$ cat config.mk
export PLATFORM = sky130hd
export DESIGN_NAME = pixel_write_buffer
export DESIGN_NICKNAME = d
export VERILOG_FILES = /design/src/rtl/pixel_write_buffer.sv
export SDC_FILE = /design/constraint.sdc
export NUM_CORES = 1
export LEC_CHECK = 0
export CAP_MARGIN = 10
export CORE_MARGIN = 1
export CORE_UTILIZATION = 45
export DETAILED_ROUTE_END_ITERATION = 12
export DONT_BUFFER_PORTS = 1
export GPL_ROUTABILITY_DRIVEN = 0
export HOLD_SLACK_MARGIN = 0.06
export PLACE_DENSITY = 0.61
export SLEW_MARGIN = 20
export SYNTH_ARGS = -nofsm -noshare
export SYNTH_HDL_FRONTEND = slang
export SYNTH_SLANG_ARGS = --single-unit
$ cat constraint.sdc
create_clock -name clk_iCLK -period 3.3 [get_ports clk_iCLK]
set_input_delay 0.99 -clock clk_iCLK [delete_from_list [all_inputs] [get_ports clk_iCLK]]
set_output_delay 0.99 -clock clk_iCLK [all_outputs]
set_load 0.01 [all_outputs]
$ cat src/rtl/pixel_write_buffer.sv
// rtl/pixel_write_buffer.sv - round-robin engine arbiter feeding a buffered pixel RAM writer
// Optional macro PIXEL_COLOR_MAP_EN remaps iteration counts to colour bytes.
module pixel_write_buffer #(
  parameter int NUM_PROC   = 4,
  parameter int FIFO_DEPTH = 8,
  parameter int H_RES      = 640,
  parameter int V_RES      = 480
) (
  input  logic                          clk_iCLK,
  input  logic                          reset,
  input  logic [NUM_PROC-1:0]           engine_req,
  output logic [NUM_PROC-1:0]           req_ack,
  input  logic [26:0]                   in_word,
  input  logic                          wr_ready,
  output logic                          wr_en,
  output logic [18:0]                   wr_addr,
  output logic [7:0]                    wr_data,
  output logic [$clog2(FIFO_DEPTH):0]   fifo_level,
  output logic [7:0]                    drop_cnt
);

  localparam int PW = (NUM_PROC > 1) ? $clog2(NUM_PROC) : 1;
  localparam int AW = $clog2(FIFO_DEPTH);

  typedef enum logic [1:0] {ST_ARB, ST_ACK, ST_CAP} state_t;

  state_t              state_q, state_d;
  logic [PW-1:0]       rr_q, rr_d, sel_q, sel_d;
  logic [NUM_PROC-1:0] req_ack_q, req_ack_d;
  logic                found;
  logic [PW-1:0]       pick, cand;

  logic [9:0]          cap_x;
  logic [8:0]          cap_y;
  logic [7:0]          cap_iter, cap_data;
  logic [18:0]         cap_addr;
  logic                in_range, push, drop, pop;

  logic [26:0]         mem_q [FIFO_DEPTH];
  logic [AW-1:0]       wr_ptr_q, wr_ptr_d, rd_ptr_q, rd_ptr_d;
  logic [AW:0]         count_q, count_d;
  logic                wr_en_q, wr_en_d;
  logic [18:0]         wr_addr_q, wr_addr_d;
  logic [7:0]          wr_data_q, wr_data_d;
  logic [7:0]          drop_cnt_q, drop_cnt_d;

  // Grant is only issued from ARB when a FIFO slot is guaranteed for the captured result.
  always_comb begin
    state_d   = state_q;
    rr_d      = rr_q;
    sel_d     = sel_q;
    req_ack_d = '0;
    found     = 1'b0;
    pick      = '0;
    cand      = '0;
    for (int i = 0; i < NUM_PROC; i++) begin
      cand = PW'((int'(rr_q) + i) % NUM_PROC);
      if (!found && engine_req[cand]) begin
        found = 1'b1;
        pick  = cand;
      end
    end
    case (state_q)
      ST_ARB: begin
        if (found && (int'(count_q) < FIFO_DEPTH)) begin
          sel_d           = pick;
          req_ack_d[pick] = 1'b1;
          state_d         = ST_ACK;
        end
      end
      ST_ACK: begin
        state_d = ST_CAP;
        rr_d    = (int'(sel_q) == NUM_PROC - 1) ? '0 : sel_q + 1'b1;
      end
      ST_CAP:  state_d = ST_ARB;
      default: state_d = ST_ARB;
    endcase
  end

  assign cap_x    = in_word[26:17];
  assign cap_y    = in_word[16:8];
  assign cap_iter = in_word[7:0];
  assign in_range = (int'(cap_x) < H_RES) && (int'(cap_y) < V_RES);
  assign cap_addr = 19'(cap_x) + 19'(cap_y) * 19'(H_RES);

`ifdef PIXEL_COLOR_MAP_EN
  assign cap_data = (cap_iter == 8'hFF) ? 8'h00 : {cap_iter[4:0], cap_iter[7:5]};
`else
  assign cap_data = cap_iter;
`endif

  assign push = (state_q == ST_CAP) && in_range;
  assign drop = (state_q == ST_CAP) && !in_range;
  assign pop  = (count_q != '0) && wr_ready;

  always_comb begin
    wr_ptr_d   = push ? wr_ptr_q + 1'b1 : wr_ptr_q;
    rd_ptr_d   = pop ? rd_ptr_q + 1'b1 : rd_ptr_q;
    count_d    = count_q;
    if (push && !pop) begin
      count_d = count_q + 1'b1;
    end else if (pop && !push) begin
      count_d = count_q - 1'b1;
    end
    wr_en_d    = pop;
    wr_addr_d  = wr_addr_q;
    wr_data_d  = wr_data_q;
    if (pop) begin
      wr_addr_d = mem_q[rd_ptr_q][26:8];
      wr_data_d = mem_q[rd_ptr_q][7:0];
    end
    drop_cnt_d = drop_cnt_q;
    if (drop && (drop_cnt_q != 8'hFF)) begin
      drop_cnt_d = drop_cnt_q + 1'b1;
    end
  end

  always_ff @(posedge clk_iCLK or posedge reset) begin
    if (reset) begin
      state_q    <= ST_ARB;
      rr_q       <= '0;
      sel_q      <= '0;
      req_ack_q  <= '0;
      wr_ptr_q   <= '0;
      rd_ptr_q   <= '0;
      count_q    <= '0;
      wr_en_q    <= 1'b0;
      wr_addr_q  <= '0;
      wr_data_q  <= '0;
      drop_cnt_q <= '0;
    end else begin
      state_q    <= state_d;
      rr_q       <= rr_d;
      sel_q      <= sel_d;
      req_ack_q  <= req_ack_d;
      wr_ptr_q   <= wr_ptr_d;
      rd_ptr_q   <= rd_ptr_d;
      count_q    <= count_d;
      wr_en_q    <= wr_en_d;
      wr_addr_q  <= wr_addr_d;
      wr_data_q  <= wr_data_d;
      drop_cnt_q <= drop_cnt_d;
    end
  end

  // Storage needs no reset: occupancy is tracked by count_q alone.
  always_ff @(posedge clk_iCLK) begin
    if (push) begin
      mem_q[wr_ptr_q] <= {cap_addr, cap_data};
    end
  end

  assign req_ack    = req_ack_q;
  assign wr_en      = wr_en_q;
  assign wr_addr    = wr_addr_q;
  assign wr_data    = wr_data_q;
  assign fifo_level = count_q;
  assign drop_cnt   = drop_cnt_q;

endmodule

# Word level (Yosys, flattened, before mapping)
# Memory sizes are Yosys's and may differ from the RTL's. A register that Yosys moved wholly into a read port is not among the register bits.
# Cells that the tools add are included.
[classes]
muxes = 27
n_addsub = 10
n_mul = 1
eq_ne = 5
order_cmp = 9
n_reduce_logical = 22
[op_table]
columns = ["cell", "n"]
rows = [
  ["10-bit by 19-bit adder with 19-bit output", 1],
  ["4-bit 2-to-1 mux", 4],
  ["2-bit by 3-bit < comparator with 1-bit output (second input constant)", 5],
  ["1-bit logical AND", 12],
  ["9-bit by 3-bit multiplier with 12-bit output (second input constant)", 1],
  ["2-bit 2-to-1 mux", 6],
  ["1-bit 2-to-1 mux", 11],
  ["10-bit < comparator (second input constant)", 1],
  ["9-bit < comparator (second input constant)", 1],
  ["8-bit by 1-bit adder with 8-bit output (second input constant)", 1],
  ["1-bit binary-select mux with 2-bit select", 4],
  ["8-bit inequality test (second input constant)", 1],
  ["3-bit by 1-bit adder with 3-bit output (second input constant)", 2],
  ["1-bit logical NOT", 6],
  ["2-bit by 1-bit adder with 2-bit output (second input constant)", 2],
  ["2-bit adder (second input constant)", 2],
  ["4-bit by 1-bit adder with 4-bit output (second input constant)", 1],
  ["2-bit by 1-bit == test with 1-bit output (second input constant)", 2],
  ["4-bit < comparator (second input constant)", 1],
  ["2-bit one-hot mux with 2 select lines", 1],
  ["4-bit nonzero test", 1],
  ["4-bit by 1-bit subtractor with 4-bit output (second input constant)", 1],
  ["1-bit demux with 2-bit select", 1],
  ["2-bit == test (second input constant)", 1],
  ["5 further kinds", 5],
]
[totals]
inputBits = 34
ramBits = 216
output_inout_bits = 44
ff_bits = 29
n_memories = 1
word_cells = 84
[memory_table]
columns = ["name", "depth", "width", "rd", "rd_clocked_by_memory_dff", "wr", "line_no", "source"]
rows = [
  ["mem_q", 8, 27, 1, 1, 1, "39", "logic [26:0] mem_q [FIFO_DEPTH];"],
]

# Logic depth before layout (Yosys ltp)
# Gate-level depths: netlist of run 1.
[depth]
word_depth = 18
mapped_depth = 11
ltp_nobuf = 11

# Least setup slack after synthesis of run 1
# Ideal clock, no wire load.
[synth_path]
path_kind = "input port to flip-flop"
start = "input in_word[25]"
end = "memory mem_q[1][0] (enable)"
arrival_ps = 3566
path_buffers = 0
path_slack_ps = -710
stages = 5
cell_sequence = "o21ai_1 > nand2_1 > nor3b_2 > nand2_1 > nor3_1"
[synth_between]
elab_chain_len = 5
[synth_rtl]
columns = ["element", "line_no", "source"]
rows = [
  ["start, declared", "13", "input logic [26:0] in_word,"],
  ["10-bit < comparator", "83", "assign in_range = (int'(cap_x) < H_RES) && (int'(cap_y) < V_RES);"],
  ["1-bit logical AND", "83", ""],
  ["1-bit logical AND", "92", "assign push = (state_q == ST_CAP) && in_range;"],
  ["via push", "37", "logic in_range, push, drop, pop;"],
  ["1-bit 2-to-1 mux", "148", "if (push) begin"],
  ["1-bit 2-to-1 mux (implied by the code)", "149", "mem_q[wr_ptr_q] <= {cap_addr, cap_data};"],
  ["end, declared", "39", ""],
]
# The timed path passes the listed nets, and every way through them passes these cells.

# Worst setup path in the final report of run 1
[layout_path]
start = "input in_word[9]"
end = "memory mem_q[3][25], data pin"
[layout_between]
elab_chain_len = 2
[layout_rtl]
columns = ["element", "line_no", "source"]
rows = [
  ["9-bit by 3-bit multiplier with 12-bit output", "84", "assign cap_addr = 19'(cap_x) + 19'(cap_y) * 19'(H_RES);"],
  ["10-bit by 19-bit adder with 19-bit output", "84", ""],
  ["via cap_addr[17]", "36", "logic [18:0] cap_addr;"],
]
# The timed path passes the listed nets, and every way through them passes these cells.

==> out/qor.yml, run 1 <==
rows: 56
crit_top_cell: "ha_1"
postRouteAntennaNets: 0
cts_hold_buffers: 0
syn_nets: 663
synthFlopType: "edfxtp_1"
num_vias: 5327
ys_ff_latch: 272
grt_usage_pct: 17.4
dieHeight_um: 159
status: "finished clean"
cp.required_ps: 3560
clk_path_buf_depth: 3
worst-setup-path-type: "primary input to register"
fin_tns_setup_ps: 0
nNetsFinal: 705
ir_drop_mv: 0.330
avgSynthCellArea_um2: 18.3
min_path_type: "primary input to async pin"
first_iter_violations: 380
netlist_area_um2: 11000
place_worst_setup_slack_ps: -179
postLayoutCoreUtil_pct: 53.4
max_freq_ghz: 0.344
synth.distinct_cells: 46
yosys.area_share.simple_pct: 4.52
grt_pass1_wl_um: 32400
maxCapViolCount: 0
cts_tree: "yes"
clock-sinks: 272
slew_violations: 0
synth_top_area_share_pct: 58.7
syn_to_final_growth_pct: 14.8
start_util_pct: 46.5
grt_max_degree: 58
clock_latency_ps: 540
synth_xor_area_share_pct: 2.44
skew_ps: 14.0
place_hpwl_um: 12600
start_kind: "primary input"
multiInputGateArea_um2: 3050
place_area_um2: 11700
setup.worst_path.end_class: "register"
post_cts_buffers: 0
fin_ws_ps: 392
crit_fanout: 8
crit_path_max_incr_delay_ps: 450
fillers: 1845
synthCells: 602
io_pins: 78
synth_top_area_cell: "edfxtp_1"
powerDensity_nw_per_um2: 813
htreeDepth: 1
core_um2: 23800
die-area_um2: 25200
drcViolationCount: 0
grt_overflow: 0
layout-drive-gt1-share_pct: 23.3
drt_wl_total_um: 20500
seq_area_um2: 7890
cts.clk_slew.worst_paths_ps: 60
antenna_found_initial: 0
synth_top_family_by_area: "multiplexers"
rsz0062_at_grt: "no"
crit_chain: "ha_1, ha_1, inv_1, fa_1, nand2b_1, a21oi_2, xor2_2, nor3b_4, nand4_1, xor2_1"
path_buf_inv: 1
worstMarginPinSlew_ps: 685
yosysSeqAreaShare_pct: 71.4
cts_resized: 0
die_w_um: 159
diodes: 0
routedWlPerCell_um: 20.9
synthTopCellsByArea: "edfxtp_1, dfrtp_1, mux4_2"
synth_compound_area_share_pct: 2.89
power.total_mw: 10.3
io_buffers: 0
cts_made_buffers: 28
ys_warn_count: 0
postSynth.asyncResetShare_pct: 20.6
dr.pass1.iters: 4
avgViaCountPerCell: 5.41
hold_viol_final: 0
cts-root-buf: "clkbuf_16"
grt_pass1_vias: 5692
final_area_um2: 12700
synthMuxAreaShare_pct: 14.1
setup_viol: 0
critPathTopFamily: "adder cells"
fin_crit_ps: 2910
synth_edf_count: 216
synth_fa_ha_area_share_pct: 3.26
leakage_nw: 4.48
slew_headroom_pct: 54.3
cp.arrival_ps: 3170
period_share_pct: 88.1
cp_slowest_cell: "xor2_1"
layout make-up:
cell class	count	share of cell area, %
Sequential cell	272	62.3
Multi-Input combinational cell	297	24.1
Inverter	12	0.355
Tap cell	319	3.15
Clock inverter	17	1.62
Timing Repair Buffer	33	2.84
Clock buffer	34	5.71
Yosys cell counts, types with 5 or more instances:
master / instances
edfxtp_1: 216
nand3_1: 5
clkbuf_1: 7
mux4_2: 54
buf_4: 6
dfrtp_1: 56
nand2_1: 46
mux2i_1: 28
nand4_1: 5
nand2b_1: 8
inv_1: 11
xnor2_1: 13
ha_1: 24
a21oi_1: 7
buf_2: 6
nor3_1: 5
o21ai_1: 28
nor2_1: 18
xor2_1: 14
worst paths after layout:
| path | slack, ps | end | startpoint | cells past startpoint |
|---|---|---|---|---|
| hold / removal | 440 | wr_data[5] | reset | 1 |
| hold reg to reg | 510 | wr_ptr_q[0] | wr_ptr_q[0] | 1 |
| setup / recovery | 390 | mem_q[3][25] | in_word[9] | 10 |
| min in group clk_iCLK | 510 | wr_ptr_q[0] | wr_ptr_q[0] | 1 |
| max in group asynchronous | 2230 | rd_ptr_q[0] | reset | 2 |
| setup reg to reg | 950 | fifo_level[3] | fifo_level[0] | 9 |
worst register-to-register path, stage by stage (launching register included):
cell,delay (ps)
dfrtp_1,500
o41ai_4,420
ha_1,240
inv_1,90
ha_1,280
a21o_1,170
a21oi_1,170
xnor2_1,140
nor2_1,70
xor2_1,140
registers in the layout (all words and copies together), names as in the netlist:
| signal | cells |
|---|---|
| drop_cnt | 8 |
| fifo_level | 4 |
| mem_q | 216 |
| rd_ptr_q | 3 |
| req_ack | 4 |
| rr_q | 2 |
| sel_q | 2 |
| state_q | 2 |
| wr_addr | 19 |
| wr_data | 8 |
| wr_en | 1 |
| wr_ptr_q | 3 |
cell usage in the layout, fill, tap and decap left out, drive strengths merged, types with 2 or more instances in the layout:
cell        n
xor2       16
buf        33
clkinv      9
edfxtp    216
fa          3
mux2        5
a21o        4
o31ai       2
inv        12
xnor2      13
dfrtp      56
bufinv      4
nand4       5
o21a        2
nand2b      8
nand2      46
clkbuf     34
and3        2
nor3b       2
nor4        3
ha         24
o21ai      33
mux2i      28
a21oi       9
nor3        5
clkinvlp    4
nand3       5
nor2       18
mux4       54
per-stage QoR:
stage	hold slack (ps)	std cells
final	438	984
after global routing	493	984
after CTS	448	984
after detailed placement	517	933
after global placement	499	933
after floorplan	480	602
layer usage:
| metal | global-route usage [%] | vias to the layer above | part of all wire (%) |
|---|---|---|---|
| met3 | 4.00 | 34 | 5.3 |
| met1 | 22.3 | 2772 | 43 |
| met5 | 0 | - | 0 |
| met4 | 4.62 | 0 | 1.9 |
| met2 | 29.8 | 93 | 50 |
| li1 | - | 2428 | - |
report_power, final:
group / switching (mW) / leakage [nW] / internal [mW] / total (mW)
combinational: 1.09 / 1.40 / 1.21 / 2.30
clock: 1.27 / 0.438 / 1.88 / 3.15
sequential: 0.625 / 2.64 / 4.23 / 4.86
cells by family (layout without fill, tap and decap cells):
| family | after synthesis | count (layout) |
|---|---|---|
| flops | 272 | 272 |
| simple gates | 100 | 100 |
| mux | 87 | 87 |
| compound gates | 54 | 54 |
| buf+inv | 33 | 96 |
| xor+xnor | 29 | 29 |
| fa+ha+maj | 27 | 27 |
Power figures use the tool's default switching activity.
==> run 2, diff against run 1 <==
- CTS_CLUSTER_DIAMETER: unset -> 60
==> results of run 2 <==
Final layout, timing and power as in run 1 (identical DEF).
==> run 3, diff against run 2 <==
- CORE_ASPECT_RATIO: unset -> 1.75
- SKIP_LAST_GASP: unset -> 1
==> out/qor.yml, run 3 (synthesis gave the netlist of run 1 again) <==
cts_resized: 0  # unchanged
avgViaCountPerCell: 5.48  # +1.2%
power.total_mw: 9.70  # -5.8%
start_kind: "primary input"
status: "finished clean"
clk_path_buf_depth: 3  # unchanged
cts-root-buf: "clkbuf_16"
io_pins: 78  # unchanged
cp.arrival_ps: 3190  # +20 ps
worst-setup-path-type: "primary input to register"
die-area_um2: 25200  # about the same
layout-drive-gt1-share_pct: 21.5  # -1.8 points
cts.clk_slew.worst_paths_ps: 60  # about the same
r2r_end: "fifo_level[3]"
cp.required_ps: 3570  # about the same
grt_pass1_vias: 5778  # +1.5%
grt_max_degree: 58  # unchanged
worstMarginPinSlew_ps: 1040  # +360 ps
cts_made_buffers: 24  # -14%
crit_fanout: 8  # unchanged
dr.pass1.iters: 4  # unchanged
syn_to_final_growth_pct: 12.3
clock-sinks: 272  # unchanged
cts_tree: "yes"
start_util_pct: 46.0  # -0.52 points
fin_tns_setup_ps: 0  # unchanged
core_um2: 24000  # +1.1%
num_vias: 5274  # -0.99%
place_hpwl_um: 12500  # -0.35%
drcViolationCount: 0  # unchanged
powerDensity_nw_per_um2: 783  # -3.7%
drt_wl_total_um: 20100  # -2.3%
rsz0062_at_grt: "no"
grt_pass1_wl_um: 31500  # -2.9%
nNetsFinal: 699  # -0.85%
postRouteAntennaNets: 0  # unchanged
period_share_pct: 88.4  # +0.31 points
skew_ps: 6.87  # -7.17 ps
reg2reg_slack_ps: 970  # +20 ps
grt_usage_pct: 16.6  # -0.77 points
dieHeight_um: 209  # +32%
slew_violations: 0  # unchanged
htreeDepth: 1  # unchanged
first_iter_violations: 200  # -47%
hold_viol_final: 0  # unchanged
ir_drop_mv: 0.351  # +6.2%
slew_headroom_pct: 30.4  # -24 points
max_freq_ghz: 0.343  # -0.35%
antenna_found_initial: 0  # unchanged
post_cts_buffers: 0  # unchanged
setup.worst_path.end_class: "register"
layout_commonest_cell: "edfxtp_1"
diodes: 0  # unchanged
largest_reg_flops: 216  # unchanged
mostFrequentLayoutCells: "edfxtp_1, mux4_2, dfrtp_1"
leakage_nw: 4.37  # -2.4%
clock_latency_ps: 520  # -20 ps
grt_overflow: 0  # unchanged
fin_crit_ps: 2920  # +10.1 ps
r2r_start: "fifo_level[0]"
io_buffers: 0  # unchanged
min_path_type: "primary input to async pin"
rr_worst_depth: 9  # unchanged
startpoint: "in_word[9]"
maxCapViolCount: 0  # unchanged
fillers: 1965  # +6.5%
top_register: "mem_q"
rows: 75  # +34%
routedWlPerCell_um: 20.8  # -0.16%
die_w_um: 120  # -24%
cts_hold_buffers: 0  # unchanged
setup_viol: 0  # unchanged
[run 3: metal layers]
metal  vias up  GRT usage, %  part of all wire [%]
li1       2418             -                     -
met1      2719          18.8                    38
met2       108          30.7                    54
met3        29          3.25                   5.1
met4         0          5.87                   2.2
met5         -             0                     0
[run 3: per-stage QoR]
step | setup WS [ps] | std cells | instance area [um^2] | hold slack, ps | utilization, %
2_1_floorplan | 9.28 | 602 | 11100 | 480 | -
3_3_place_gp | -101 | 920 | 11700 | 501 | 48.7
3_5_place_dp | -152 | 920 | 11700 | 508 | 48.7
4_1_cts | 387 | 963 | 12400 | 450 | 51.6
5_1_grt | 195 | 963 | 12400 | 463 | 51.6
6_report | 382 | 963 | 12400 | 439 | 51.6
[run 3: report_power, final]
group | internal (mW) | switching, mW | leakage (nW)
Combinational | 1.21 | 1.05 | 1.39
Sequential | 4.23 | 0.644 | 2.64
Clock | 1.42 | 1.15 | 0.342
[run 3: layout make-up]
| cell class | instances | area (um^2) | area share [%] |
|---|---|---|---|
| clock buffer | 39 | 688 | 5.55 |
| clock inverter | 4 | 17.5 | 0.141 |
| inverter | 12 | 45.0 | 0.363 |
| multi-input combinational | 297 | 3050 | 24.6 |
| sequential | 272 | 7890 | 63.7 |
| tap | 308 | 385 | 3.11 |
| timing repair buffer | 31 | 320 | 2.58 |
[run 3: critical path, stage by stage]
cell and delay [ps]:
ha_1 280, ha_1 210, inv_1 70, fa_1 430, or3_4 430, nor3b_4 220
nand4_1 150, xor2_1 420
[run 3: how the worst max path moves through the flow]
stage                        end  slack, ps  depth (start not counted)
global route        mem_q[2][25]        200                         10
floorplan            mem_q[7][0]          9                          5
detailed placement  mem_q[7][25]       -150                          9
finish              mem_q[5][25]        380                          8
CTS                 mem_q[1][25]        390                          9
global placement    mem_q[4][25]       -100                         10
